File: src/rtl/pipe_skid_reg.sv
// ---------------------------------------------------------------------------
// pipe_skid_reg
//
// Elastic pipeline-stage register with a 2-entry skid buffer. It replaces a
// fixed stage-boundary latch (for example MEM->WB) with valid/ready handshakes
// on both sides. The skid entry breaks the combinational path from
// OUT_READY back to IN_READY.
//
// Only a slice of the incoming control bundle is forwarded:
//     IN_CTRL[CTRL_LSB +: CTRL_OUT_W]
// A flush empties the stage and presents a bubble (OUT_CTRL = 0).
// Cycles where the output is held because the downstream is not ready are
// counted in a saturating counter.
//
// Ports
//   CLK        : rising-edge clock
//   RESET_N    : asynchronous active-low reset
//   FLUSH      : synchronous flush, discards every held beat
//   IN_VALID   : upstream beat valid
//   IN_READY   : stage can accept a beat this cycle
//   IN_CTRL    : upstream control bundle (CTRL_IN_W bits)
//   IN_DATA    : upstream payload (DATA_W bits)
//   OUT_VALID  : head beat valid
//   OUT_READY  : downstream accepts the head beat
//   OUT_CTRL   : forwarded control slice of the head beat, zero when empty
//   OUT_DATA   : payload of the head beat, holds its last value when empty
//   OCCUPANCY  : number of held beats (0..2)
//   STALL_CNT  : saturating count of cycles with OUT_VALID & ~OUT_READY
// ---------------------------------------------------------------------------
module pipe_skid_reg #(
    parameter int DATA_W     = 32,
    parameter int CTRL_IN_W  = 5,
    parameter int CTRL_OUT_W = 2,
    parameter int CTRL_LSB   = 3,
    parameter int CNT_W      = 16
) (
    input  logic                  CLK,
    input  logic                  RESET_N,
    input  logic                  FLUSH,
    input  logic                  IN_VALID,
    output logic                  IN_READY,
    input  logic [CTRL_IN_W-1:0]  IN_CTRL,
    input  logic [DATA_W-1:0]     IN_DATA,
    output logic                  OUT_VALID,
    input  logic                  OUT_READY,
    output logic [CTRL_OUT_W-1:0] OUT_CTRL,
    output logic [DATA_W-1:0]     OUT_DATA,
    output logic [1:0]            OCCUPANCY,
    output logic [CNT_W-1:0]      STALL_CNT
);

    // The forwarded slice must fit inside the incoming bundle.
    generate
        if ((CTRL_LSB + CTRL_OUT_W) > CTRL_IN_W) begin : g_bad_ctrl_slice
            $error("pipe_skid_reg: CTRL_LSB + CTRL_OUT_W exceeds CTRL_IN_W");
        end
    endgenerate

    typedef enum logic [1:0] {
        ST_EMPTY = 2'd0,
        ST_ONE   = 2'd1,
        ST_TWO   = 2'd2
    } state_t;

    // Saturating increment used by the stall counter.
    function automatic logic [CNT_W-1:0] sat_inc(input logic [CNT_W-1:0] value);
        logic [CNT_W-1:0] result;
        if (value == {CNT_W{1'b1}}) begin
            result = value;
        end else begin
            result = value + {{(CNT_W-1){1'b0}}, 1'b1};
        end
        return result;
    endfunction

    state_t                  state_r;
    state_t                  state_next_s;
    logic                    out_valid_r;
    logic [CTRL_OUT_W-1:0]   main_ctrl_r;
    logic [DATA_W-1:0]       main_data_r;
    logic [CTRL_OUT_W-1:0]   skid_ctrl_r;
    logic [DATA_W-1:0]       skid_data_r;
    logic [CNT_W-1:0]        stall_cnt_r;

    logic                    in_ready_s;
    logic                    accept_s;
    logic                    emit_s;
    logic                    load_main_in_s;
    logic                    load_main_skid_s;
    logic                    load_skid_in_s;
    logic [CTRL_OUT_W-1:0]   in_slice_s;
    logic                    unused_ctrl_s;

    // Control bits outside the forwarded slice are intentionally dropped here.
    assign unused_ctrl_s = ^IN_CTRL;
    assign in_slice_s    = IN_CTRL[CTRL_LSB +: CTRL_OUT_W];

    // Ready depends only on registered occupancy, FLUSH and RESET_N.
    // It never depends on OUT_READY, so no path crosses the stage.
    assign in_ready_s = RESET_N & ~FLUSH & (state_r != ST_TWO);
    assign accept_s   = IN_VALID & in_ready_s;
    assign emit_s     = out_valid_r & OUT_READY;

    // Occupancy state register.
    always_ff @(posedge CLK or negedge RESET_N) begin
        if (!RESET_N) begin
            state_r <= ST_EMPTY;
        end else begin
            state_r <= state_next_s;
        end
    end

    // Next-state decode; flush overrides every other event.
    always_comb begin
        state_next_s = state_r;
        if (FLUSH) begin
            state_next_s = ST_EMPTY;
        end else begin
            case (state_r)
                ST_EMPTY: begin
                    if (accept_s) begin
                        state_next_s = ST_ONE;
                    end else begin
                        state_next_s = ST_EMPTY;
                    end
                end
                ST_ONE: begin
                    if (accept_s && !emit_s) begin
                        state_next_s = ST_TWO;
                    end else if (emit_s && !accept_s) begin
                        state_next_s = ST_EMPTY;
                    end else begin
                        state_next_s = ST_ONE;
                    end
                end
                ST_TWO: begin
                    if (emit_s) begin
                        state_next_s = ST_ONE;
                    end else begin
                        state_next_s = ST_TWO;
                    end
                end
                default: begin
                    state_next_s = ST_EMPTY;
                end
            endcase
        end
    end

    // Entry load strobes for each state transition.
    always_comb begin
        load_main_in_s   = 1'b0;
        load_main_skid_s = 1'b0;
        load_skid_in_s   = 1'b0;
        if (FLUSH) begin
            load_main_in_s   = 1'b0;
            load_main_skid_s = 1'b0;
            load_skid_in_s   = 1'b0;
        end else begin
            case (state_r)
                ST_EMPTY: begin
                    load_main_in_s = accept_s;
                end
                ST_ONE: begin
                    load_main_in_s = accept_s & emit_s;
                    load_skid_in_s = accept_s & ~emit_s;
                end
                ST_TWO: begin
                    load_main_skid_s = emit_s;
                end
                default: begin
                    load_main_in_s   = 1'b0;
                    load_main_skid_s = 1'b0;
                    load_skid_in_s   = 1'b0;
                end
            endcase
        end
    end

    // Main entry drives OUT_*; an empty stage always presents a zero-control bubble.
    always_ff @(posedge CLK or negedge RESET_N) begin
        if (!RESET_N) begin
            out_valid_r <= 1'b0;
            main_ctrl_r <= {CTRL_OUT_W{1'b0}};
            main_data_r <= {DATA_W{1'b0}};
        end else begin
            out_valid_r <= (state_next_s != ST_EMPTY);
            if (state_next_s == ST_EMPTY) begin
                // Payload is left as-is; only the control slice becomes a bubble.
                main_ctrl_r <= {CTRL_OUT_W{1'b0}};
            end else if (load_main_in_s) begin
                main_ctrl_r <= in_slice_s;
                main_data_r <= IN_DATA;
            end else if (load_main_skid_s) begin
                main_ctrl_r <= skid_ctrl_r;
                main_data_r <= skid_data_r;
            end else begin
                main_ctrl_r <= main_ctrl_r;
                main_data_r <= main_data_r;
            end
        end
    end

    // Skid entry absorbs the one beat that arrives after back-pressure starts.
    always_ff @(posedge CLK or negedge RESET_N) begin
        if (!RESET_N) begin
            skid_ctrl_r <= {CTRL_OUT_W{1'b0}};
            skid_data_r <= {DATA_W{1'b0}};
        end else if (load_skid_in_s) begin
            skid_ctrl_r <= in_slice_s;
            skid_data_r <= IN_DATA;
        end else begin
            skid_ctrl_r <= skid_ctrl_r;
            skid_data_r <= skid_data_r;
        end
    end

    // Stall counter, saturating, cleared only by reset.
    always_ff @(posedge CLK or negedge RESET_N) begin
        if (!RESET_N) begin
            stall_cnt_r <= {CNT_W{1'b0}};
        end else if (out_valid_r && !OUT_READY) begin
            stall_cnt_r <= sat_inc(stall_cnt_r);
        end else begin
            stall_cnt_r <= stall_cnt_r;
        end
    end

    assign IN_READY  = in_ready_s;
    assign OUT_VALID = out_valid_r;
    assign OUT_CTRL  = main_ctrl_r;
    assign OUT_DATA  = main_data_r;
    assign OCCUPANCY = state_r;
    assign STALL_CNT = stall_cnt_r;

endmodule

File: config.mk
export PLATFORM = sky130hd
export DESIGN_NAME = pipe_skid_reg
export DESIGN_NICKNAME = d
export VERILOG_FILES = /design/src/rtl/pipe_skid_reg.sv
export SDC_FILE = /design/constraint.sdc
export NUM_CORES = 1
export LEC_CHECK = 0
export BUFFER_PORTS_ARGS = -buffer_cell sky130_fd_sc_hd__buf_2
export CAP_MARGIN = 20
export CORE_UTILIZATION = 58
export DETAILED_ROUTE_END_ITERATION = 16
export PLACE_DENSITY = 0.95
export SLEW_MARGIN = 15
export SYNTH_ARGS = -nofsm -noshare
export SYNTH_HDL_FRONTEND = slang
export SYNTH_SLANG_ARGS = --single-unit
File: constraint.sdc
create_clock -name CLK -period 6 [get_ports CLK]
set_input_delay 0.6 -clock CLK [delete_from_list [all_inputs] [get_ports CLK]]
set_output_delay 0.6 -clock CLK [all_outputs]
set_load 0.1 [all_outputs]
== Word-level counts from Yosys, hierarchy flattened ==
Cells that the tools add are included.

* Add/sub/neg operators: 1
* Equal/unequal tests: 4
* Muxes and demuxes: 17
* Bitwise operators: 10
* Reduce and logical (&&, ||, !) cells: 13

{| class="wikitable"
|+ Operator list
! kind !! number
|-
| $mux 32 || 2
|-
| $add 16x1->16 const B || 1
|-
| $eq 16x16->1 const B || 1
|-
| $mux 2 || 6
|-
| $mux 1 || 7
|-
| $and 1x1->1 || 6
|-
| $pmux 2 s3 || 1
|-
| $logic_not 2->1 || 2
|-
| $not 1->1 || 4
|-
| $reduce_and 2->1 || 2
|-
| $reduce_bool 2->1 || 2
|-
| $logic_and 1x1->1 || 3
|-
| $logic_not 1->1 || 3
|-
| $reduce_bool 3->1 || 1
|-
| $eq 2x1->1 const B || 1
|-
| $eq 2x2->1 const B || 1
|-
| $ne 2x2->1 const B || 1
|-
| $pmux 1 s2 || 1
|}

* Register bits after elaboration: 87
* Input bits: 42
* Output and inout bits: 54
* Logic and storage cells: 52

== Longest topological paths before layout ==
* Depth in word-level cells: 13
* Gate-level depth with buffers: 10

== Worst setup path before layout ==
OpenSTA, ideal clock, no wires.

* Kind: reg-to-reg
* Start: register state_r[0], in the netlist OCCUPANCY[0]
* End: register main_data_r[10], in the netlist OUT_DATA[10]
* Arrival: 5.130 ns
* Data required time: 5.874 ns
* Slack: 0.744 ns
* Stages on the path, launching flop included: 11
* Path through: dfrtp_1 > nor2b_1 > nor3b_1 > and2_1 > ha_1 > nand2_1 > a211o_1 > buf_6 > buf_8 > mux2_4 > mux2_4

* Longest elaborated chain between the ends: 12
* Elaborated cells on any way between the ends: 24

{| class="wikitable"
|+ RTL lines
! item !! line !! source
|-
| start: declaration || 76 || <nowiki>state_t state_r;</nowiki>
|-
| start signal: assignment || 109 || <nowiki>state_r <= state_next_s;</nowiki>
|-
| $ne 2x2->1 (*) || 100 || <nowiki>assign in_ready_s = RESET_N & ~FLUSH & (state_r != ST_TWO);</nowiki>
|-
| $and 1x1->1 (*) || 100 ||
|-
| net IN_READY || 41 || <nowiki>output logic IN_READY,</nowiki>
|-
| $and 1x1->1 (*) || 101 || <nowiki>assign accept_s = IN_VALID & in_ready_s;</nowiki>
|-
| $logic_not 1->1 || 130 || <nowiki>end else if (emit_s && !accept_s) begin</nowiki>
|-
| $logic_and 1x1->1 || 130 ||
|-
| $mux 1 || 130 ||
|-
| $mux 2 || 128 || <nowiki>if (accept_s && !emit_s) begin</nowiki>
|-
| $pmux 2 s3 || 119 || <nowiki>case (state_r)</nowiki>
|-
| $mux 2 || 116 || <nowiki>if (FLUSH) begin</nowiki>
|-
| $logic_not 2->1 || 188 || <nowiki>if (state_next_s == ST_EMPTY) begin</nowiki>
|-
| $not 1->1 (no line) || -- ||
|-
| $reduce_and 2->1 (no line) || -- ||
|-
| end signal: assignment || 185 || <nowiki>main_data_r <= {DATA_W{1'b0}};</nowiki>
|-
| end signal: assignment || 196 || <nowiki>main_data_r <= skid_data_r;</nowiki>
|-
| end signal: assignment || 199 || <nowiki>main_data_r <= main_data_r;</nowiki>
|-
| end: declaration || 80 || <nowiki>logic [DATA_W-1:0] main_data_r;</nowiki>
|}

The timed path passes the listed nets; every way through them passes the cells marked *.
A chain may end at the register's enable or synchronous reset.

== Worst setup path in the final report ==
* Start: input RESET_N
* End: register main_data_r[16], in the netlist OUT_DATA[16]

* Longest elaborated chain between the ends: 12
* Elaborated cells on any way between the ends: 19

{| class="wikitable"
|+ RTL lines
! item !! line !! source
|-
| start: declaration || 38 || <nowiki>input logic RESET_N,</nowiki>
|-
| $and 1x1->1 (*) (2 in a row) || 100 ||
|-
| $and 1x1->1 (*) || 101 ||
|-
| $logic_not 1->1 || 130 ||
|-
| $logic_and 1x1->1 || 130 ||
|-
| $mux 1 || 130 ||
|-
| $mux 2 || 128 ||
|-
| $pmux 2 s3 || 119 ||
|-
| $mux 2 || 116 ||
|-
| $logic_not 2->1 || 188 ||
|-
| $not 1->1 (no line) || -- ||
|-
| $reduce_and 2->1 (no line) || -- ||
|}

Every way passes the cells marked *; elsewhere a longest branch is shown, timed or not.

==> results.json <==
{
  "crit_path_cell_trace": "buf_4 -> buf_4 -> a32oi_1 -> a21oi_4 -> buf_4 -> mux2_4",
  "layout.nets": 425,
  "synth_top_cells_by_area": "sky130_fd_sc_hd__dfrtp_1, sky130_fd_sc_hd__mux2_4, sky130_fd_sc_hd__mux2_2, sky130_fd_sc_hd__xor2_1, sky130_fd_sc_hd__nor2_1",
  "detailroute.via_count": 2627,
  "drt_iter0_drc": 100,
  "grt_max_degree": 54,
  "remaining_drcs": 0,
  "synth_top_area_share_pct": 52.0,
  "powerDensity_nw_per_um2": 423,
  "family_of_cells_with_the_greatest_summed_delay_on_the_critical_path": "buffers and inverters",
  "synth_most_common_cell": "sky130_fd_sc_hd__dfrtp_1",
  "cap_violations": 0,
  "fin_crit_sh_pct": 53.6,
  "die_area_um2": 7560,
  "min-delay-path-class": "input port to asynchronous set/reset pin",
  "arrival_time_at_the_worst_endpoint_ns": 3.45,
  "grt_antenna_before_repair": 0,
  "result_of_the_run": "completed",
  "detail_route.wirelength_um": 7960,
  "n_antenna_cell": 0,
  "power_consumption_mw": 2.08,
  "worstSkewPairLatency_ns": 0.34,
  "yosys_warnings": 0,
  "fin_setup_tns_ns": 0,
  "end_kind": "flop",
  "synth.cells.most_frequent": "sky130_fd_sc_hd__dfrtp_1, sky130_fd_sc_hd__mux2_4, sky130_fd_sc_hd__mux2_2",
  "finalCriticalPeriod_ns": 3.22,
  "gpl.final_weighted_congestion": 0.848,
  "rsz0062_at_grt": "false",
  "layout-drive-gt1-share_pct": 56.0,
  "postSynthNetCount": 332,
  "synth_seq_cells": 87,
  "crit_path_max_incr_delay_ns": 0.67,
  "path_clk_slew_ns": 0.08,
  "clock_path_buffers": 2,
  "place_inst": 465,
  "netlist-cell-type-count": 36,
  "max_fanout_on_critical_path": 53,
  "power.leakage_nw": 2.63,
  "final-hold-violation-count": 0,
  "count_of_h_tree_levels_built_during_cts": 3,
  "final-setup-viol-count": 0,
  "synth_ff_type": "sky130_fd_sc_hd__dfrtp_1",
  "drt.antenna.violating_nets": 0,
  "cts.repair_timing.setup_buffer_count": 0,
  "cts_buffers": 9,
  "slew_headroom_pct": 30.3,
  "area.growth.synth_to_final_pct": 17.4,
  "syn-mean-instance-area_um2": 14.6,
  "number_of_cells_upsized_or_downsized_after_cts": 0,
  "crit_path_frequent_cell": "sky130_fd_sc_hd__buf_4",
  "cp_data_required_time_ns": 6.23,
  "vias_per_cell": 5.47,
  "synthDominantAreaCellType": "sky130_fd_sc_hd__dfrtp_1",
  "final_max_slew_viol_count": 0,
  "first_pass_grt_wire_length_um": 12900,
  "syn_area_um2": 4190,
  "fin_ws_ns": 2.78,
  "timing_worst_setup_path_type": "input port to flop",
  "post-place-ws_ns": 2.34,
  "cts-root-buf": "sky130_fd_sc_hd__clkbuf_8",
  "floorplan.initialDensity_pct": 60.9,
  "vert_die_dim_um": 87.0,
  "fmax_mhz": 311,
  "yosysSeqAreaShare_pct": 52.0,
  "row_count": 30,
  "number_of_enable_type_register_cells_in_the_synthesized_netlist": 0,
  "fp.dieW_um": 87.0,
  "cts_hold_buf": 0,
  "critical-path-slowest-cell": "sky130_fd_sc_hd__a21oi_4",
  "fin_cells": 480,
  "critical_path.n_buffers_inverters": 3,
  "num_clock_sinks": 87,
  "i_o_pins": 96,
  "wl_per_cell_um": 16.6,
  "port-buffer-count": 92,
  "tightest_slew_ns": 1.04,
  "grt_ovf": 0,
  "vias_in_the_first_global_route": 2690,
  "number_of_instances_in_the_synthesized_netlist": 287,
  "drt_pass1_iterations": 4,
  "dp.final_hpwl_um": 5460,
  "max-vdd-ir-drop_mv": 0.297,
  "synth_async_sr_flop_share_pct": 100,
  "critPathLaunchType": "input port",
  "groute.usage.overall_pct": 22.7,
  "fin_skew_ns": 0.00845,
  "floorplan.core_area_um2": 6870,
  "cts_tree": "built"
}
[kinds of logic after synthesis]
| group | Yosys count | synth area share (%) |
|---|---|---|
| xor+xnor | 13 | 2.72 |
| buf+inv | 15 | 2.60 |
| mux | 103 | 32.3 |
| simple gates | 54 | 7.47 |
| flops | 87 | 52.0 |
| compound gates | 12 | 2.00 |
| fa+ha+maj | 3 | 0.897 |
[cell type report]
| type | instances | area (µm²) |
|---|---|---|
| Fill cell | 484 | 1950 |
| Inverter | 3 | 11.3 |
| Tap cell | 96 | 120 |
| Multi-Input combinational cell | 185 | 1920 |
| Clock buffer | 11 | 141 |
| Timing Repair Buffer | 94 | 478 |
| Clock inverter | 4 | 70.1 |
| Sequential cell | 87 | 2180 |
[cell usage in the layout (no fill, tap or decap), types with 4 or more instances in the layout]
master | Yosys | routed
sky130_fd_sc_hd__xor2_1 | 13 | 13
sky130_fd_sc_hd__buf_2 | 3 | 91
sky130_fd_sc_hd__dfrtp_1 | 87 | 87
sky130_fd_sc_hd__nand3_1 | 5 | 5
sky130_fd_sc_hd__clkbuf_8 | 0 | 10
sky130_fd_sc_hd__nor2_1 | 11 | 11
sky130_fd_sc_hd__mux2_2 | 49 | 49
sky130_fd_sc_hd__mux2_4 | 52 | 52
sky130_fd_sc_hd__nand2_1 | 10 | 10
sky130_fd_sc_hd__nand4_1 | 5 | 5
sky130_fd_sc_hd__a21oi_1 | 4 | 4
[routing by layer]
| metal | share of wire (%) | vias up | wire, µm | global-route usage (%) |
|---|---|---|---|---|
| met5 | 0 | - | 0 | 0 |
| met4 | 1.7 | 0 | 138 | 9.55 |
| met3 | 5.5 | 13 | 440 | 5.12 |
| met2 | 50 | 87 | 3980 | 38.4 |
| met1 | 43 | 1314 | 3400 | 28.0 |
| li1 | - | 1213 | - | - |
[registers in the layout, summed over array words and instances, names as in the netlist]
register	flops
OCCUPANCY	2
OUT_CTRL	2
OUT_DATA	32
OUT_VALID	1
skid_ctrl_r	2
STALL_CNT	16
skid_data_r	32
[worst paths after layout]
check / from / to / slack, ns / cells after the start
min reg2reg: STALL_CNT[7]$_DFFE_PN0P_ / STALL_CNT[7]$_DFFE_PN0P_ / 0.50 / 1
max in group asynchronous: RESET_N / skid_data_r[26]$_DFFE_PN0P_ / 4.77 / 2
min: RESET_N / OUT_DATA[27]$_DFFE_PN0P_ / 0.22 / 1
max: RESET_N / OUT_DATA[16]$_DFFE_PN0P_ / 2.78 / 6
min in group CLK: IN_DATA[24] / skid_data_r[24]$_DFFE_PN0P_ / 0.49 / 2
max reg2reg: OCCUPANCY[1]$_DFF_PN0_ / OUT_DATA[16]$_DFFE_PN0P_ / 2.92 / 9
[through the flow]
step / instance area (µm²) / util, % / hold slack, ns
after detailed placement: 4700 / 68.5 / 0.488
final: 4910 / 71.5 / 0.216
after global placement: 4700 / 68.5 / 0.484
after CTS: 4910 / 71.5 / 0.212
after floorplan: 4190 / - / 0.304
after global routing: 4910 / 71.5 / 0.238
[power by group]
| part | leakage (nW) | switching (mW) | internal (mW) |
|---|---|---|---|
| clock | 0.109 | 0.194 | 0.243 |
| sequential | 1.16 | 0.0689 | 0.697 |
| combinational | 1.36 | 0.651 | 0.224 |
No activity file was read; power rests on OpenSTA's default activity.
